File: src/rtl/partition_sweep_ctrl.sv
// partition_sweep_ctrl
//   Exhaustive truth-table sweep of an approximate combinational partition
//   against its exact counterpart. Every input vector 0..2^N_IN-1 is driven
//   on pi in ascending order. After a settle window both partition outputs are
//   sampled, the approximate word is offered as a valid/ready record, and the
//   error metrics are accumulated once per accepted vector.
//
// Ports
//   clk, rst          clock; synchronous active-high reset
//   start, abort      begin a sweep (IDLE only); cancel a sweep (highest priority)
//   pi                input vector driven to both partitions
//   po_approx/exact   partition outputs
//   rec_valid/ready   record handshake; rec_idx / rec_data carry the vector and sample
//   busy, done        sweep in progress; one-cycle completion pulse
//   aborted           one-cycle cancellation pulse
//   mismatch_cnt      vectors whose outputs differ
//   hamming_sum       total differing output bits
//   max_abs_err       largest |approx - exact|
module partition_sweep_ctrl #(
  parameter int unsigned N_IN       = 7,
  parameter int unsigned N_OUT      = 4,
  parameter int unsigned SETTLE_CYC = 1
) (
  input  logic                                clk,
  input  logic                                rst,
  input  logic                                start,
  input  logic                                abort,
  output logic [N_IN-1:0]                     pi,
  input  logic [N_OUT-1:0]                    po_approx,
  input  logic [N_OUT-1:0]                    po_exact,
  output logic                                rec_valid,
  input  logic                                rec_ready,
  output logic [N_IN-1:0]                     rec_idx,
  output logic [N_OUT-1:0]                    rec_data,
  output logic                                busy,
  output logic                                done,
  output logic                                aborted,
  output logic [N_IN:0]                       mismatch_cnt,
  output logic [N_IN+$clog2(N_OUT+1)-1:0]     hamming_sum,
  output logic [N_OUT-1:0]                    max_abs_err
);

  localparam int unsigned HdW = $clog2(N_OUT + 1);
  localparam int unsigned HsW = N_IN + HdW;
  localparam int unsigned MmW = N_IN + 1;
  // With no settle window the partition is observed live in the single cycle
  // pi is held; pi stays constant for the whole SAMPLE stay, so the record
  // remains stable under back-pressure.
  localparam bit LiveSample = (SETTLE_CYC == 0);
  localparam logic [3:0] CntLoad = LiveSample ? 4'd0 : 4'(SETTLE_CYC - 1);
  localparam logic [N_IN-1:0] PiOne = N_IN'(1);

  typedef enum logic [1:0] {StIdle, StSettle, StSample, StDone} state_e;

  state_e            state_q, state_d;
  logic [3:0]        cnt_q, cnt_d;
  logic [N_IN-1:0]   pi_q, pi_d;
  logic [N_IN-1:0]   rec_idx_q, rec_idx_d;
  logic [N_OUT-1:0]  cap_a_q, cap_a_d;
  logic [N_OUT-1:0]  cap_e_q, cap_e_d;
  logic              rec_valid_q, rec_valid_d;
  logic              busy_q, busy_d;
  logic              done_q, done_d;
  logic              aborted_q, aborted_d;
  logic [MmW-1:0]    mm_q, mm_d;
  logic [HsW-1:0]    hs_q, hs_d;
  logic [N_OUT-1:0]  mx_q, mx_d;

  logic [N_OUT-1:0]  smp_a, smp_e, diff_bits, abs_err;
  logic [HdW-1:0]    hd;
  logic              last_vec;

  // Per-vector error terms from the sampled pair.
  always_comb begin
    smp_a     = LiveSample ? po_approx : cap_a_q;
    smp_e     = LiveSample ? po_exact  : cap_e_q;
    diff_bits = smp_a ^ smp_e;
    hd        = '0;
    for (int i = 0; i < N_OUT; i++) begin
      hd = hd + HdW'(diff_bits[i]);
    end
    // The magnitude of a difference of two N_OUT-bit values always fits in N_OUT bits.
    abs_err   = (smp_a >= smp_e) ? (smp_a - smp_e) : (smp_e - smp_a);
    last_vec  = &pi_q;
  end

  always_comb begin
    state_d     = state_q;
    cnt_d       = cnt_q;
    pi_d        = pi_q;
    rec_idx_d   = rec_idx_q;
    cap_a_d     = cap_a_q;
    cap_e_d     = cap_e_q;
    rec_valid_d = rec_valid_q;
    busy_d      = busy_q;
    done_d      = 1'b0;
    aborted_d   = 1'b0;
    mm_d        = mm_q;
    hs_d        = hs_q;
    mx_d        = mx_q;

    unique case (state_q)
      StIdle: begin
        if (start && !abort) begin
          mm_d   = '0;
          hs_d   = '0;
          mx_d   = '0;
          pi_d   = '0;
          busy_d = 1'b1;
          if (LiveSample) begin
            state_d     = StSample;
            rec_valid_d = 1'b1;
            rec_idx_d   = '0;
          end else begin
            state_d = StSettle;
            cnt_d   = CntLoad;
          end
        end
      end
      StSettle: begin
        if (cnt_q == 4'd0) begin
          state_d     = StSample;
          rec_valid_d = 1'b1;
          rec_idx_d   = pi_q;
          cap_a_d     = po_approx;
          cap_e_d     = po_exact;
        end else begin
          cnt_d = cnt_q - 4'd1;
        end
      end
      StSample: begin
        if (rec_ready) begin
          mm_d        = mm_q + MmW'(smp_a != smp_e);
          hs_d        = hs_q + HsW'(hd);
          mx_d        = (abs_err > mx_q) ? abs_err : mx_q;
          rec_valid_d = 1'b0;
          if (last_vec) begin
            state_d = StDone;
            busy_d  = 1'b0;
            done_d  = 1'b1;
          end else begin
            pi_d = pi_q + PiOne;
            if (LiveSample) begin
              rec_valid_d = 1'b1;
              rec_idx_d   = pi_q + PiOne;
            end else begin
              state_d = StSettle;
              cnt_d   = CntLoad;
            end
          end
        end
      end
      StDone: begin
        state_d = StIdle;
      end
      default: begin
        state_d = StIdle;
      end
    endcase

    // Abort overrides everything, including a same-cycle accept.
    if (abort && (state_q != StIdle)) begin
      state_d     = StIdle;
      rec_valid_d = 1'b0;
      busy_d      = 1'b0;
      done_d      = 1'b0;
      aborted_d   = 1'b1;
      mm_d        = mm_q;
      hs_d        = hs_q;
      mx_d        = mx_q;
    end
  end

  always_ff @(posedge clk) begin
    if (rst) begin
      state_q     <= StIdle;
      cnt_q       <= '0;
      pi_q        <= '0;
      rec_idx_q   <= '0;
      cap_a_q     <= '0;
      cap_e_q     <= '0;
      rec_valid_q <= 1'b0;
      busy_q      <= 1'b0;
      done_q      <= 1'b0;
      aborted_q   <= 1'b0;
      mm_q        <= '0;
      hs_q        <= '0;
      mx_q        <= '0;
    end else begin
      state_q     <= state_d;
      cnt_q       <= cnt_d;
      pi_q        <= pi_d;
      rec_idx_q   <= rec_idx_d;
      cap_a_q     <= cap_a_d;
      cap_e_q     <= cap_e_d;
      rec_valid_q <= rec_valid_d;
      busy_q      <= busy_d;
      done_q      <= done_d;
      aborted_q   <= aborted_d;
      mm_q        <= mm_d;
      hs_q        <= hs_d;
      mx_q        <= mx_d;
    end
  end

  assign pi           = pi_q;
  assign rec_valid    = rec_valid_q;
  assign rec_idx      = rec_idx_q;
  assign rec_data     = rec_valid_q ? smp_a : '0;
  assign busy         = busy_q;
  assign done         = done_q;
  assign aborted      = aborted_q;
  assign mismatch_cnt = mm_q;
  assign hamming_sum  = hs_q;
  assign max_abs_err  = mx_q;

endmodule
File: config.mk
export PLATFORM = sky130hd
export DESIGN_NAME = partition_sweep_ctrl
export DESIGN_NICKNAME = d
export VERILOG_FILES = /design/src/rtl/partition_sweep_ctrl.sv
export SDC_FILE = /design/constraint.sdc
export NUM_CORES = 1
export LEC_CHECK = 0
export BUFFER_PORTS_ARGS = -buffer_cell sky130_fd_sc_hd__buf_2
export CAP_MARGIN = 25
export CORE_UTILIZATION = 40
export CTS_CLUSTER_SIZE = 12
export DETAILED_ROUTE_END_ITERATION = 6
export MAX_ROUTING_LAYER = met4
export PLACE_DENSITY_LB_ADDON = 0.05
export SKIP_LAST_GASP = 1
export SYNTH_ARGS = -nofsm -noshare
export SYNTH_HDL_FRONTEND = slang
export SYNTH_SLANG_ARGS = --single-unit
File: constraint.sdc
create_clock -name clk -period 3.1 [get_ports clk]
set_input_delay 0.62 -clock clk [delete_from_list [all_inputs] [get_ports clk]]
set_output_delay 0.62 -clock clk [all_outputs]
set_load 0.05 [all_outputs]
==> summary.md, run 1 <==
| Metric | Value |
|---|---|
| Status | `finished clean` |
| Vias/cell | `roughly 5.1` |
| Starting DRT DRC Count | `121` |
| Crit path max fanout | `3` |
| GPL Wtd Cong | `a little under 0.8` |
| # fillers | `approximately 680` |
| GR Util All Layers | `a little under a fifth` |
| Sequential area share after synthesis | `between 30% and 40%` |
| Core footprint | `between 6000 and 7000 um^2` |
| Top FF cell, synth | `dfxtp_1` |
| CTS Sinks | `54` |
| Min Hold Slack | `roughly 450 ps` |
| Root Driver | `clkbuf_8` |
| Startpoint types | `flip-flop` |
| Fmax | `0.327 GHz` |
| Reg-to-reg startpoint | `cap_a_q[0]$_SDFFE_PP0P_` |
| Count of different cell masters after synthesis | `between 40 and 50` |
| Critical path origin | `cap_a_q[0]$_SDFFE_PP0P_` |
| YS warnings | `0` |
| DP Area | `approximately 3300 um^2` |
| Kind of critical path | `flip-flop to flip-flop` |
| Vias | `between 2000 and 3000` |
| Worst setup path endpoint | `max_abs_err[0]$_SDFFE_PP0P_` |
| Max Cap Viol | `0` |
| Multi-input gate area | `around 1700 um^2` |
| Synth Area in Compound Gates | `around 14%` |
| Post-DP HPWL | `between 4 and 5 mm` |
| Max-Slew Margin vs Limit | `around 53%` |
| Starting Density | `a little over two fifths` |
| Synth-to-Final Area Change | `22.6%` |
| I/O pin count | `57` |
| CP arrival | `3300 ps` |
| Ant. Diodes | `0` |
| Simple-Gate Fraction of Synth Area | `between 20% and 30%` |
| Hold crit path type | `flip-flop to flip-flop` |
| XOR/XNOR Fraction of Synth Area | `4.25%` |
| Final Hold Fails | `0` |
| RSZ-0062 raised after global routing | `true` |
| Final Max Slew Viols | `0` |
| Worst r2r dst | `max_abs_err[0]$_SDFFE_PP0P_` |
| Post-synthesis cell count | `between 300 and 400` |
| Port-buffer cells | `56` |
| Post-synth EDFFs | `0` |
| Syn_nets | `around 380` |
| Row count | `30` |
| DRT Pass-1 Iters | `6` |
| H-tree depth | `2` |
| Final net count | `around 450` |
| DRC viols | `0` |
| Finished Cell Area | `roughly 3500 um^2` |
| Async set-reset flop share out of synthesis | `0%` |
| CTS Hold Bufs | `0` |
| Share of layout cells above drive strength 1 | `26.9%` |
| Die height | `between 80 and 90 um` |
| Finished Layout Cells | `~510` |
| Required @ worst endpoint | `between 3000 and 4000 ps` |
| Clock skew | `between 7 and 8 ps` |
| Tcrit/Tclk final | `a little over nine tenths` |
| Flops & latches, synth | `54` |
| Pin count of the biggest net entering global routing | `36` |
| Placed cells | `496` |
| Initial antenna violation count | `0` |
| Full die area | `about 7600 um^2` |
| Critical Path Sink Type | `flip-flop` |
| Worst skew pair latency | `slightly above 300 ps` |
| Chip width | `between 80 and 90 um` |
| Post-Route WL | `6.77 mm` |
| Actual slew at the worst max-slew pin | `~700 ps` |
| Post-route ant nets | `0` |
| Final worst path period need | `just over 3000 ps` |
| Vias in the first global route | `about 2300` |
| WL/cell | `13.3 um` |
| Syn Area/Cell | `about 8.3 um^2` |
| R2R cell count | `13` |
| Final setup TNS | `0 ps` |
| Power Density | `~460 nW/um^2` |
| Maximum vdd drop | `0.195 mV` |
| Total Power | `1.64 mW` |
| P_leak | `1.48 nW` |
| First-pass GRT wire length | `around 11 mm` |
| Adder-cell share of the synthesized area | `around 11%` |
| Grt ovf | `0` |
| Cell Area, Synth | `a little under 3000 um^2` |
| Clk pin slew, worst setup/hold paths | `100 ps` |
| Max clock buf depth | `2` |
| Mux share of post-synthesis cell area | `under 10%` |
| CTS Buf Count | `5` |
| Largest family of logic cells by synthesized area | `simple AND/OR/NAND/NOR gates` |
| Final setup fails | `0` |
| Reg area | `approximately 1100 um^2` |
| R2r setup slk | `between 40 and 50 ps` |
| CTS tree | `done` |
## worst min path at each step
| stage | from | slack [ps] | end | depth (start not counted) |
|---|---|---|---|---|
| global route | rec_idx[1]$_SDFFE_PP0P_ | 470 | rec_idx[1]$_SDFFE_PP0P_ | 2 |
| detailed placement | rec_idx[1]$_SDFFE_PP0P_ | 440 | rec_idx[1]$_SDFFE_PP0P_ | 2 |
| finish | rec_idx[0]$_SDFFE_PP0P_ | 450 | rec_idx[0]$_SDFFE_PP0P_ | 2 |
| CTS | rec_idx[1]$_SDFFE_PP0P_ | 460 | rec_idx[1]$_SDFFE_PP0P_ | 2 |
| floorplan | cap_e_q[3]$_SDFFE_PP0P_ | 440 | cap_e_q[3]$_SDFFE_PP0P_ | 2 |
| global placement | rec_idx[0]$_SDFFE_PP0P_ | 440 | rec_idx[0]$_SDFFE_PP0P_ | 2 |
## logic make-up after synthesis
kind of cell               count (synthesis)
AOI/OAI and AO/OA                         66
xor gates and xnor gates                  14
adders and majority gates                 22
buffers and inverters                     37
DFF                                       54
muxes                                      5
and+or+nand+nor                          148
## sequential cells by signal (all words and copies together) (netlist names), 4 cells and up
name	cells
cap_a_q	4
cap_e_q	4
cnt_q	4
hamming_sum	10
max_abs_err	4
mismatch_cnt	8
pi	7
rec_idx	7
## critical path, cell delays in order (launching register included)
cell and delay, ps:
dfxtp_2 330, inv_2 60, ha_4 120, inv_2 40, fa_2 350, a21o_1 200, a21oi_4 180, mux2_4 350
ha_4 240, and4_1 200, a211o_1 250, a31o_1 190, or3_1 380, a21oi_2 110
## placed cells by master, fill, tap and decap left out, types with 2 or more instances in the layout
master | synthesis | final
and3_1 | 6 | 6
nor2b_1 | 6 | 5
ha_1 | 17 | 15
ha_4 | 0 | 2
nand2b_1 | 5 | 5
a21oi_1 | 41 | 37
xnor2_1 | 6 | 6
nor3b_2 | 2 | 2
nand4_1 | 9 | 9
a21oi_2 | 1 | 4
dfxtp_1 | 54 | 50
clkbuf_8 | 0 | 5
clkbuf_1 | 10 | 2
nand3_1 | 11 | 10
buf_4 | 0 | 17
nand3b_1 | 5 | 5
or2_2 | 2 | 2
fa_2 | 0 | 2
o21ai_0 | 6 | 6
inv_1 | 22 | 20
nor2_1 | 31 | 31
and2_1 | 5 | 5
nand2_1 | 45 | 45
o211ai_1 | 3 | 3
fa_1 | 5 | 3
or3_1 | 7 | 7
inv_2 | 0 | 2
dfxtp_2 | 0 | 4
nor3_1 | 5 | 5
xor2_1 | 8 | 8
and4_1 | 2 | 2
mux2_2 | 4 | 3
buf_2 | 4 | 56
a21o_1 | 3 | 3
## where the power goes
part	leakage (nW)	internal (mW)	switching [mW]
clock network	0.0524	0.242	0.232
registers	0.438	0.710	0.0248
logic	0.985	0.194	0.241
total	1.48	1.15	0.497
## layer usage
layer  vias up  GRT usage, %  part of all wire, %
met3         7          3.98                  3.7
met5         -             -                    0
li1       1313             -                    -
met1      1199          25.6                   49
met4         0          4.09                 0.71
met2        53          28.9                   47
## cells in the mapped netlist (6+ instances only)
cell,instances,area (um^2)
and3_1,6,37.5
o21ai_0,6,30.0
nor2_1,31,116
nor2b_1,6,37.5
or3_1,7,43.8
xnor2_1,6,52.6
nand4_1,9,56.3
xor2_1,8,70.1
a21oi_1,41,205
inv_1,22,82.6
dfxtp_1,54,1080
nand2_1,45,169
clkbuf_1,10,37.5
ha_1,17,213
nand3_1,11,55.1
## final cells by class
cell class                      count  area share [%]
Inverter                           22            2.33
Multi-Input combinational cell    255            48.7
Timing Repair Buffer               74            11.9
Sequential cell                    54            30.7
Clock inverter                      1           0.849
Clock buffer                        7            2.16
Tap cell                           96            3.40
## what timing repair did
item / CTS / global route
pin swaps: 3 / 14
setup buffers: 1 / 4
endpoints found under the setup margin: 2 / 7
resized for setup: 2 / 17
## metrics by stage
step	utilization [%]	setup WS (ps)
floorplan	-	1.86
CTS	50.1	8.98
global route	51.5	-74.9
detailed placement	48.4	-37.9
global placement	48.4	12.7
finish	51.5	45.0
No activity file was read; power rests on OpenSTA's default activity.
==> run 2, diff against run 1 <==
--- a/config.mk
+++ b/config.mk
@@ -8,6 +8,7 @@
 export BUFFER_PORTS_ARGS = -buffer_cell sky130_fd_sc_hd__buf_2
 export CAP_MARGIN = 25
 export CORE_UTILIZATION = 40
+export CTS_BUF_LIST = sky130_fd_sc_hd__clkbuf_8 sky130_fd_sc_hd__clkbuf_16
 export CTS_CLUSTER_SIZE = 12
 export DETAILED_ROUTE_END_ITERATION = 6
 export MAX_ROUTING_LAYER = met4
==> summary.md, run 2 (synthesis results as in run 1) <==
| Metric | Value |
|---|---|
| Starting Density | `42.0% (unchanged)` |
| Setup ws final | `44.5 ps (-0.528 ps)` |
| Root Driver | `clkbuf_8` |
| Post-route ant nets | `0 (unchanged)` |
| Clock skew | `8.20 ps (+0.273 ps)` |
| Max-Slew Margin vs Limit | `52.9% (-0.25 points)` |
| GPL Wtd Cong | `0.782 (unchanged)` |
| Ant. Diodes | `0 (unchanged)` |
| Hold crit path type | `flip-flop to flip-flop` |
| Chip width | `86.9 um (unchanged)` |
| Maximum vdd drop | `0.195 mV (about the same)` |
| Multi-input gate area | `1720 um^2 (unchanged)` |
| WL/cell | `13.3 um (about the same)` |
| RSZ-0062 raised after global routing | `true` |
| Port-buffer cells | `56 (unchanged)` |
| Reg area | `1090 um^2 (unchanged)` |
| Synth-to-Final Area Change | `22.6% (unchanged)` |
| Starting DRT DRC Count | `122 (+0.83%)` |
| Total Power | `1.64 mW (-0.36%)` |
| Row count | `30 (unchanged)` |
| Crit path max fanout | `3 (unchanged)` |
| DP Area | `3320 um^2 (unchanged)` |
| H-tree depth | `2 (unchanged)` |
| GR Util All Layers | `18.9% (unchanged)` |
| Final net count | `447 (unchanged)` |
| Die height | `86.9 um (unchanged)` |
| Startpoint types | `flip-flop` |
| Worst skew pair latency | `310 ps (about the same)` |
| Max Cap Viol | `0 (unchanged)` |
| Commonest non-fill, non-tap cells in the layout | `buf_2 (56), dfxtp_1 (50), nand2_1 (45)` |
| Critical Path Sink Type | `flip-flop` |
| Post-DP HPWL | `4.84 mm (unchanged)` |
| Final Max Slew Viols | `0 (unchanged)` |
| Vias/cell | `5.06 (about the same)` |
| Vias in the first global route | `2322 (unchanged)` |
| Final worst path period need | `3060 ps (+0.528 ps)` |
| Status | `finished clean` |
| CTS Buf Count | `5 (unchanged)` |
| Power Density | `463 nW/um^2 (-0.36%)` |
| DRC viols | `0 (unchanged)` |
| Full die area | `7560 um^2 (unchanged)` |
| # fillers | `682 (unchanged)` |
| Clk pin slew, worst setup/hold paths | `100 ps (about the same)` |
| Final setup fails | `0 (unchanged)` |
| CTS Hold Bufs | `0 (unchanged)` |
| Core footprint | `6870 um^2 (unchanged)` |
| Required @ worst endpoint | `3340 ps (about the same)` |
| Kind of critical path | `flip-flop to flip-flop` |
| CTS tree | `done` |
| Most common cell after layout, fill and taps aside | `buf_2` |
| Post-Place Worst Slack | `-37.9 ps (unchanged)` |
| CTS Sinks | `54 (unchanged)` |
| Finished Cell Area | `3540 um^2 (unchanged)` |
| P_leak | `1.48 nW (+0.56%)` |
| DRT Pass-1 Iters | `6 (unchanged)` |
| Vias | `2574 (+0.078%)` |
| Max clock buf depth | `2 (unchanged)` |
| Fmax | `0.327 GHz (about the same)` |
| I/O pin count | `57 (unchanged)` |
| Actual slew at the worst max-slew pin | `707 ps (+3.70 ps)` |
| CP arrival | `3300 ps (about the same)` |
| Initial antenna violation count | `0 (unchanged)` |
| First-pass GRT wire length | `10.9 mm (unchanged)` |
| Max FFs per register | `10 (unchanged)` |
| Grt ovf | `0 (unchanged)` |
| Post-Route WL | `6.76 mm (about the same)` |
| Tcrit/Tclk final | `98.6% (about the same)` |
| Share of layout cells above drive strength 1 | `26.9% (unchanged)` |
| Final Hold Fails | `0 (unchanged)` |
| Pin count of the biggest net entering global routing | `36 (unchanged)` |
-- run 2: cell count changes in the layout (fill, tap and decap cells not counted), sizes merged --
cell / previous run / this run
clkbuf: 7 / 5
inv: 22 / 24
-- run 2: metal layers --
metal	track usage, %	part of all wire, %
met4	4.09	0.71
met1	25.6	48
met5	-	0
met2	28.9	47
met3	3.98	3.9
-- run 2: power by group --
part / switching, mW / internal [mW] / total (mW) / leakage, nW
clock: 0.232 / 0.236 / 0.468 / 0.0607
sequential: 0.0247 / 0.710 / 0.735 / 0.438
combinational: 0.241 / 0.194 / 0.435 / 0.985
-- run 2: final cells by class --
type / instances / area share (%)
clock buffers: 5 / 1.95
clock inverters: 3 / 1.06
inverters: 22 / 2.33
multi-input cells: 255 / 48.7
flip-flops and latches: 54 / 30.7
well taps: 96 / 3.40
repair buffers: 74 / 11.9
-- run 2: per-stage QoR --
| stage | hold WS [ps] | instances | setup TNS (ps) | utilization, % |
|---|---|---|---|---|
| floorplan | 436 | 346 | 0 | - |
| global placement | 440 | 496 | 0 | 48.4 |
| detailed placement | 444 | 496 | -72.8 | 48.4 |
| CTS | 458 | 505 | 0 | 50.1 |
| global route | 475 | 509 | -116 | 51.5 |
| finish | 455 | 509 | 0 | 51.5 |
-- run 2: repair_timing --
action,in CTS,in global routing
resized for setup,2,17
endpoints found under the setup margin,2,7
pin swaps,3,14
buffers inserted,1,4
-- run 2: final timing paths --
kind / start / end / slack [ps] / cells after the start
hold reg to reg: rec_idx[0]$_SDFFE_PP0P_ / rec_idx[0]$_SDFFE_PP0P_ / 450 / 2
hold / removal: rec_idx[0]$_SDFFE_PP0P_ / rec_idx[0]$_SDFFE_PP0P_ / 450 / 2
setup / recovery: cap_a_q[0]$_SDFFE_PP0P_ / max_abs_err[0]$_SDFFE_PP0P_ / 40 / 13
setup reg to reg: cap_a_q[0]$_SDFFE_PP0P_ / max_abs_err[0]$_SDFFE_PP0P_ / 40 / 13
-- run 2: worst max-delay path, cell delays in order (launching register included) --
cell and delay, ps:
dfxtp_2 330, inv_2 60, ha_4 120, inv_2 40, fa_2 350, a21o_1 200
a21oi_4 180, mux2_4 350, ha_4 240, and4_1 200, a211o_1 250, a31o_1 190
or3_1 380, a21oi_2 110
